**src/rtl/parking_pkg.sv**
```systemverilog
// parking_pkg: shared FSM states, direction codes and beam phase patterns.
package parking_pkg;
  typedef enum logic [2:0] {IDLE, PH1, PH2, PH3, GAP} state_t;
  localparam logic DIR_ENTER = 1'b0;
  localparam logic DIR_EXIT = 1'b1;
  localparam logic [1:0] ENTER_PH1 = 2'b10;
  localparam logic [1:0] ENTER_PH2 = 2'b11;
  localparam logic [1:0] ENTER_PH3 = 2'b01;
  localparam logic [1:0] EXIT_PH1 = 2'b01;
  localparam logic [1:0] EXIT_PH2 = 2'b11;
  localparam logic [1:0] EXIT_PH3 = 2'b10;
  // A balking car backs out, so its third phase replays the first.
  function automatic logic [1:0] phase_ab(state_t s, logic dir, logic balk);
    logic [1:0] p1;
    p1 = dir ? EXIT_PH1 : ENTER_PH1;
    return s == PH1 ? p1 :
           s == PH2 ? (dir ? EXIT_PH2 : ENTER_PH2) :
           s == PH3 ? (balk ? p1 : (dir ? EXIT_PH3 : ENTER_PH3)) : 2'b00;
  endfunction
endpackage

```
**src/rtl/car_emulator_if.sv**
```systemverilog
// car_emulator_if: command handshake and emulated beam sensor outputs.
interface car_emulator_if #(parameter int DWELL_W = 8);
  logic cmd_valid, cmd_ready, cmd_dir, cmd_balk;
  logic [DWELL_W-1:0] cmd_dwell;
  logic a, b, busy, done;
  modport master(output cmd_valid, cmd_dir, cmd_balk, cmd_dwell, input cmd_ready, a, b, busy, done);
  modport slave(input cmd_valid, cmd_dir, cmd_balk, cmd_dwell, output cmd_ready, a, b, busy, done);
endinterface

```
**src/rtl/car_emulator_phase_timer.sv**
```systemverilog
// phase_timer: loadable down-counter that holds at zero.
module phase_timer #(parameter int W = 8) (
  input  logic         clk,
  input  logic         reset,
  input  logic         load,
  input  logic [W-1:0] load_value,
  output logic [W-1:0] count,
  output logic         zero
);
  assign zero = count == '0;
  always_ff @(posedge clk)
    if (reset) count <= '0;
    else if (load) count <= load_value;
    else if (!zero) count <= count - W'(1);
endmodule

```
**src/rtl/car_emulator.sv**
```systemverilog
// car_emulator: drives a/b beam sensors through a car enter/exit/balk sequence.
module car_emulator import parking_pkg::*; #(parameter int DWELL_W = 8) (
  input logic clk,
  input logic reset,
  car_emulator_if.slave bus
);
  state_t state, state_n;
  logic dir_q, balk_q, load, zero, accept;
  logic [DWELL_W-1:0] d_q, dwell_in, load_value, count;
  logic [1:0] ab;
  assign dwell_in = bus.cmd_dwell == '0 ? DWELL_W'(1) : bus.cmd_dwell;
  assign bus.cmd_ready = state == IDLE && !reset;
  assign accept = bus.cmd_valid && bus.cmd_ready;
  always_comb begin
    state_n = state;
    load = 1'b0;
    load_value = d_q - DWELL_W'(1);
    if (accept) begin
      state_n = PH1;
      load = 1'b1;
      load_value = dwell_in - DWELL_W'(1);
    end else if (state != IDLE && zero) begin
      state_n = state == PH1 ? PH2 : state == PH2 ? PH3 : state == PH3 ? GAP : IDLE;
      load = state != GAP;
    end
  end
  always_ff @(posedge clk)
    if (reset) begin
      state <= IDLE;
      dir_q <= 1'b0;
      balk_q <= 1'b0;
      d_q <= '0;
      ab <= 2'b00;
    end else begin
      state <= state_n;
      if (accept) begin
        dir_q <= bus.cmd_dir;
        balk_q <= bus.cmd_balk;
        d_q <= dwell_in;
      end
      ab <= phase_ab(state_n, accept ? bus.cmd_dir : dir_q, accept ? bus.cmd_balk : balk_q);
    end
  phase_timer #(.W(DWELL_W)) u_timer (
    .clk(clk), .reset(reset), .load(load), .load_value(load_value), .count(count), .zero(zero)
  );
  assign bus.a = ab[1];
  assign bus.b = ab[0];
  assign bus.busy = state != IDLE;
  assign bus.done = state == GAP && count == '0;
endmodule

```
**src/flat_wrapper.sv**
```systemverilog
// flat-port wrapper written by rule: the top's interface ports become plain ports
module car_emulator_flat import parking_pkg::*;
#(parameter int DWELL_W = 8)
  (clk, reset, bus_cmd_valid, bus_cmd_dir, bus_cmd_balk, bus_cmd_dwell, bus_cmd_ready, bus_a, bus_b, bus_busy, bus_done);
  car_emulator_if #(.DWELL_W(DWELL_W)) bus_i ();
  input logic clk;
  input logic reset;
  input wire logic [$bits(bus_i.cmd_valid)-1:0] bus_cmd_valid;
  input wire logic [$bits(bus_i.cmd_dir)-1:0] bus_cmd_dir;
  input wire logic [$bits(bus_i.cmd_balk)-1:0] bus_cmd_balk;
  input wire logic [$bits(bus_i.cmd_dwell)-1:0] bus_cmd_dwell;
  output wire logic [$bits(bus_i.cmd_ready)-1:0] bus_cmd_ready;
  output wire logic [$bits(bus_i.a)-1:0] bus_a;
  output wire logic [$bits(bus_i.b)-1:0] bus_b;
  output wire logic [$bits(bus_i.busy)-1:0] bus_busy;
  output wire logic [$bits(bus_i.done)-1:0] bus_done;
  assign bus_i.cmd_valid = bus_cmd_valid;
  assign bus_i.cmd_dir = bus_cmd_dir;
  assign bus_i.cmd_balk = bus_cmd_balk;
  assign bus_i.cmd_dwell = bus_cmd_dwell;
  assign bus_cmd_ready = bus_i.cmd_ready;
  assign bus_a = bus_i.a;
  assign bus_b = bus_i.b;
  assign bus_busy = bus_i.busy;
  assign bus_done = bus_i.done;
  car_emulator #(.DWELL_W(DWELL_W)) u_core (.clk(clk), .reset(reset), .bus(bus_i));
endmodule
```
**config.mk**
```make
export PLATFORM = sky130hd
export DESIGN_NAME = car_emulator_flat
export DESIGN_NICKNAME = d
export VERILOG_FILES = /design/src/rtl/parking_pkg.sv /design/src/rtl/car_emulator_if.sv /design/src/rtl/car_emulator_phase_timer.sv /design/src/rtl/car_emulator.sv /design/src/flat_wrapper.sv
export SDC_FILE = /design/constraint.sdc
export NUM_CORES = 1
export LEC_CHECK = 0
export BUFFER_PORTS_ARGS = -buffer_cell sky130_fd_sc_hd__buf_2
export CAP_MARGIN = 25
export CORE_MARGIN = 2
export CORE_UTILIZATION = 51
export DETAILED_ROUTE_END_ITERATION = 6
export PLACE_DENSITY = 0.74
export SLEW_MARGIN = 20
export SYNTH_ARGS = -nofsm -noshare
export SYNTH_HDL_FRONTEND = slang
export SYNTH_HIERARCHICAL = 1
export SYNTH_SLANG_ARGS = --single-unit
```
**constraint.sdc**
```tcl
create_clock -name clk -period 2.5 [get_ports clk]
set_input_delay 0.375 -clock clk [delete_from_list [all_inputs] [get_ports clk]]
set_output_delay 0.375 -clock clk [all_outputs]
set_load 0.01 [all_outputs]
```
==> results.cfg <==
[power]
p_clk_frac = 0.117
p_int_uw = 901.1
sw_frac_of_total = 0.4281
comb_power_share = 0.543
powerDensity_nw_per_um2 = 984.6
p_switching_uw = 674.5
p_leak_nw = 0.6535
vdd_drop_max_uv = 604.2
pwr-share-seq = 0.341

[global_route]
met3_usage = 0.04839
grtUsageTotal = 0.2229
antenna_found_initial = 0
grt_max_degree = 27
grt_pass1_wl_um = 5575
overflow = 0
use_met2 = 0.3638
met1_usage = 0.2786
busiest_layer = met2
grt_pass1_vias = 1270

[setup_path]
crit_path_frequent_cell = inv_1
path_cells = inv_1, ha_1, or4b_1, nor2_4, inv_1, o21ai_0, buf_4, or2_2, nor3b_1, a221o_1
required_ns = 2.72
critPathSlowestCell = or4b_1
worstSetupPathType = flip-flop to flip-flop
cp-end-kind = flip-flop
start_kind = flip-flop
reg2reg_to = u_core/u_timer/count[7]
crit_buf_inv = 3
reg2reg_depth = 10
critPathTopFamily = simple AND/OR/NAND/NOR gates
r2r_slack_ns = 0.20
path_max_fanout = 12
crit_arrival_ns = 2.53
reg2reg_from = u_core/u_timer/count[0]
critical-path-max-stage-delay_ns = 0.51

[sta]
hold_viol_final = 0
setup_viol = 0
post-route-period-util = 0.9218
final_max_slew_viol_count = 0
max_freq_mhz = 434.0
tightest_slew_ns = 0.5700
period_needed_ns = 2.304
slew_headroom = 0.6146
finalSetupTns_ns = 0
finalClockSkew_ns = 0.001427

[yosys]
synth_flop_cell = dfxtp_1
syn_area_sq_um = 1403
synth_nets = 183
synth_cell_types = 49
synthCells = 168
synth_edf_count = 0
yosys_register_bits = 23
synth_area_per_cell_sq_um = 8.349
ys.warnings.count = 6
async_reset_ff_frac = 0
ys_seq_area_frac = 0.3283

[cts]
clk_latency_ns = 0.32
clockBufferDepth = 2
cts_hold_buf = 0
tritoncts = yes
clk_pin_slew_worst_paths_ns = 0.14
cts.root.buffer_cell = clkbuf_4
htree_levels = 1
cts_resized = 0
cts_inserted_buffers = 3
clock-sinks = 23
postCtsSetupBuffers = 0

[cells_and_area]
diodes = 0
final_area_sq_um = 1600
syn_to_final_growth_pct = 14.09
final_layout_size_suffix_gt1_frac = 0.2169
fin_nets = 205

[routing]
first_iter_violations = 57
final_antenna_net_count = 0
drc = 0
num_vias = 1301
avgViaCountPerCell = 5.914
post_drt_wl_per_cell_um = 15.08
drtPass1Iterations = 4
wl_um = 3318

[status]
status = completed

[floorplan]
initial_utilization = 0.5221
rows = 19
die_y_um = 56.44
die_area_sq_um = 3185
die_x_um = 56.44
num_io_pins = 18
core_area_sq_um = 2686

[placement]
portBuffers = 17
post-dp-hpwl_um = 2507
gp_congestion = 0.9384
placed_area_sq_um = 1564

[worst_hold_path]
hold_depth = 3
hp-class = primary input to flip-flop
hold_end = u_core/balk_q
hp-start = bus_cmd_balk

[job]
maxCapViolCount = 0
## stage by stage
step                        util  setup slack (ns)  hold WS [ns]  instances  power, mW
after floorplan                -          0.003876        0.4478        168      1.165
after global placement    0.5822            0.2348        0.4572        216      1.355
after detailed placement  0.5822           0.09858        0.4696        216      1.380
after CTS                 0.5934            0.1743        0.2877        220      1.564
after global routing      0.5957        -0.0009419        0.3028        220      1.701
final                     0.5957            0.1956        0.2902        220      1.576
## worst register-to-register path: cells and delay by family (launching register included)
| family | cells | cell delay [ns] |
|---|---|---|
| adder cells (fa/ha/maj) | 1 | 0.15 |
| AO/OA/AOI/OAI | 2 | 0.47 |
| AND/OR/NAND/NOR | 4 | 0.87 |
| flip-flops | 1 | 0.36 |
| buffers and inverters | 3 | 0.36 |
## layout make-up
cell class	count	area [sq um]
fill	241	1086
multi-input combinational	128	888.4
sequential	23	460.4
timing repair buffer	26	152.6
tap	31	38.79
inverter	8	30.03
clock buffer	3	22.52
clock inverter	1	7.507
## power by group through the flow
stage | clock [mW] | sequential [mW] | combinational (mW)
2_1_floorplan | 0 | 0.528 | 0.637
3_3_place_gp | 0 | 0.541 | 0.814
3_5_place_dp | 0 | 0.544 | 0.836
4_1_cts | 0.189 | 0.536 | 0.839
5_1_grt | 0.198 | 0.551 | 0.952
6_report | 0.184 | 0.537 | 0.855
## state kept, by name, indices dropped and copies added (netlist names)
register	flops
u_core/dir_q	1
u_core/balk_q	1
u_core/state	3
u_core/ab	2
u_core/u_timer/count	8
u_core/d_q	8
## worst max-delay path by stage
stage               depth (start not counted)  slack, ns                       to               startpoint
floorplan                                  10      0.004  u_core/u_timer/count[7]  u_core/u_timer/count[0]
CTS                                         9       0.17  u_core/u_timer/count[6]          u_core/state[0]
finish                                     10       0.20  u_core/u_timer/count[7]  u_core/u_timer/count[0]
detailed placement                         10        0.1  u_core/u_timer/count[6]                    reset
global placement                           10       0.23  u_core/u_timer/count[6]                    reset
global route                               10    -0.0009  u_core/u_timer/count[7]  u_core/u_timer/count[0]
## cells in the mapped netlist, drive strengths merged (3+ instances only)
master   n  area [sq um]
nor2    23         93.84
or3      7         43.79
clkbuf   7         27.52
o21ai    6         30.03
nor3b    5         42.54
inv      8         30.03
dfxtp   23         460.4
mux2i   10         100.1
xor2     5         43.79
a21oi    7         38.79
nand3    3         15.01
nand2   13         56.30
xnor2    6         52.55
nor4     5         31.28
nor3     7         35.03
## cell usage in the layout (no fill, tap or decap), drive strengths merged, types with 2 or more instances in the layout
master,instances
nor3b,5
mux2i,10
clkbuf,3
or2,2
nor2,23
nand3,3
nor2b,2
dfxtp,23
o32ai,2
o21ai,6
a21oi,7
buf,26
nor4,5
xnor2,6
or3,7
inv,8
o311a,2
nor3,7
ha,2
xor2,5
nand2,13
## layer usage
metal	vias up	share of wire
met3	6	0.039
li1	650	-
met5	-	0
met4	0	0.015
met1	619	0.45
met2	26	0.50
## cell families (layout without fill, tap and decap cells)
| logic type | count (synthesis) | count (layout) | share of synthesized area |
|---|---|---|---|
| compound gates | 31 | 31 | 0.1767 |
| xor+xnor | 11 | 11 | 0.06869 |
| fa+ha+maj | 3 | 3 | 0.02498 |
| buf+inv | 17 | 38 | 0.04817 |
| flops | 23 | 23 | 0.3283 |
| mux | 10 | 10 | 0.07137 |
| simple gates | 73 | 73 | 0.2819 |
(Power assumes the default switching activity.)
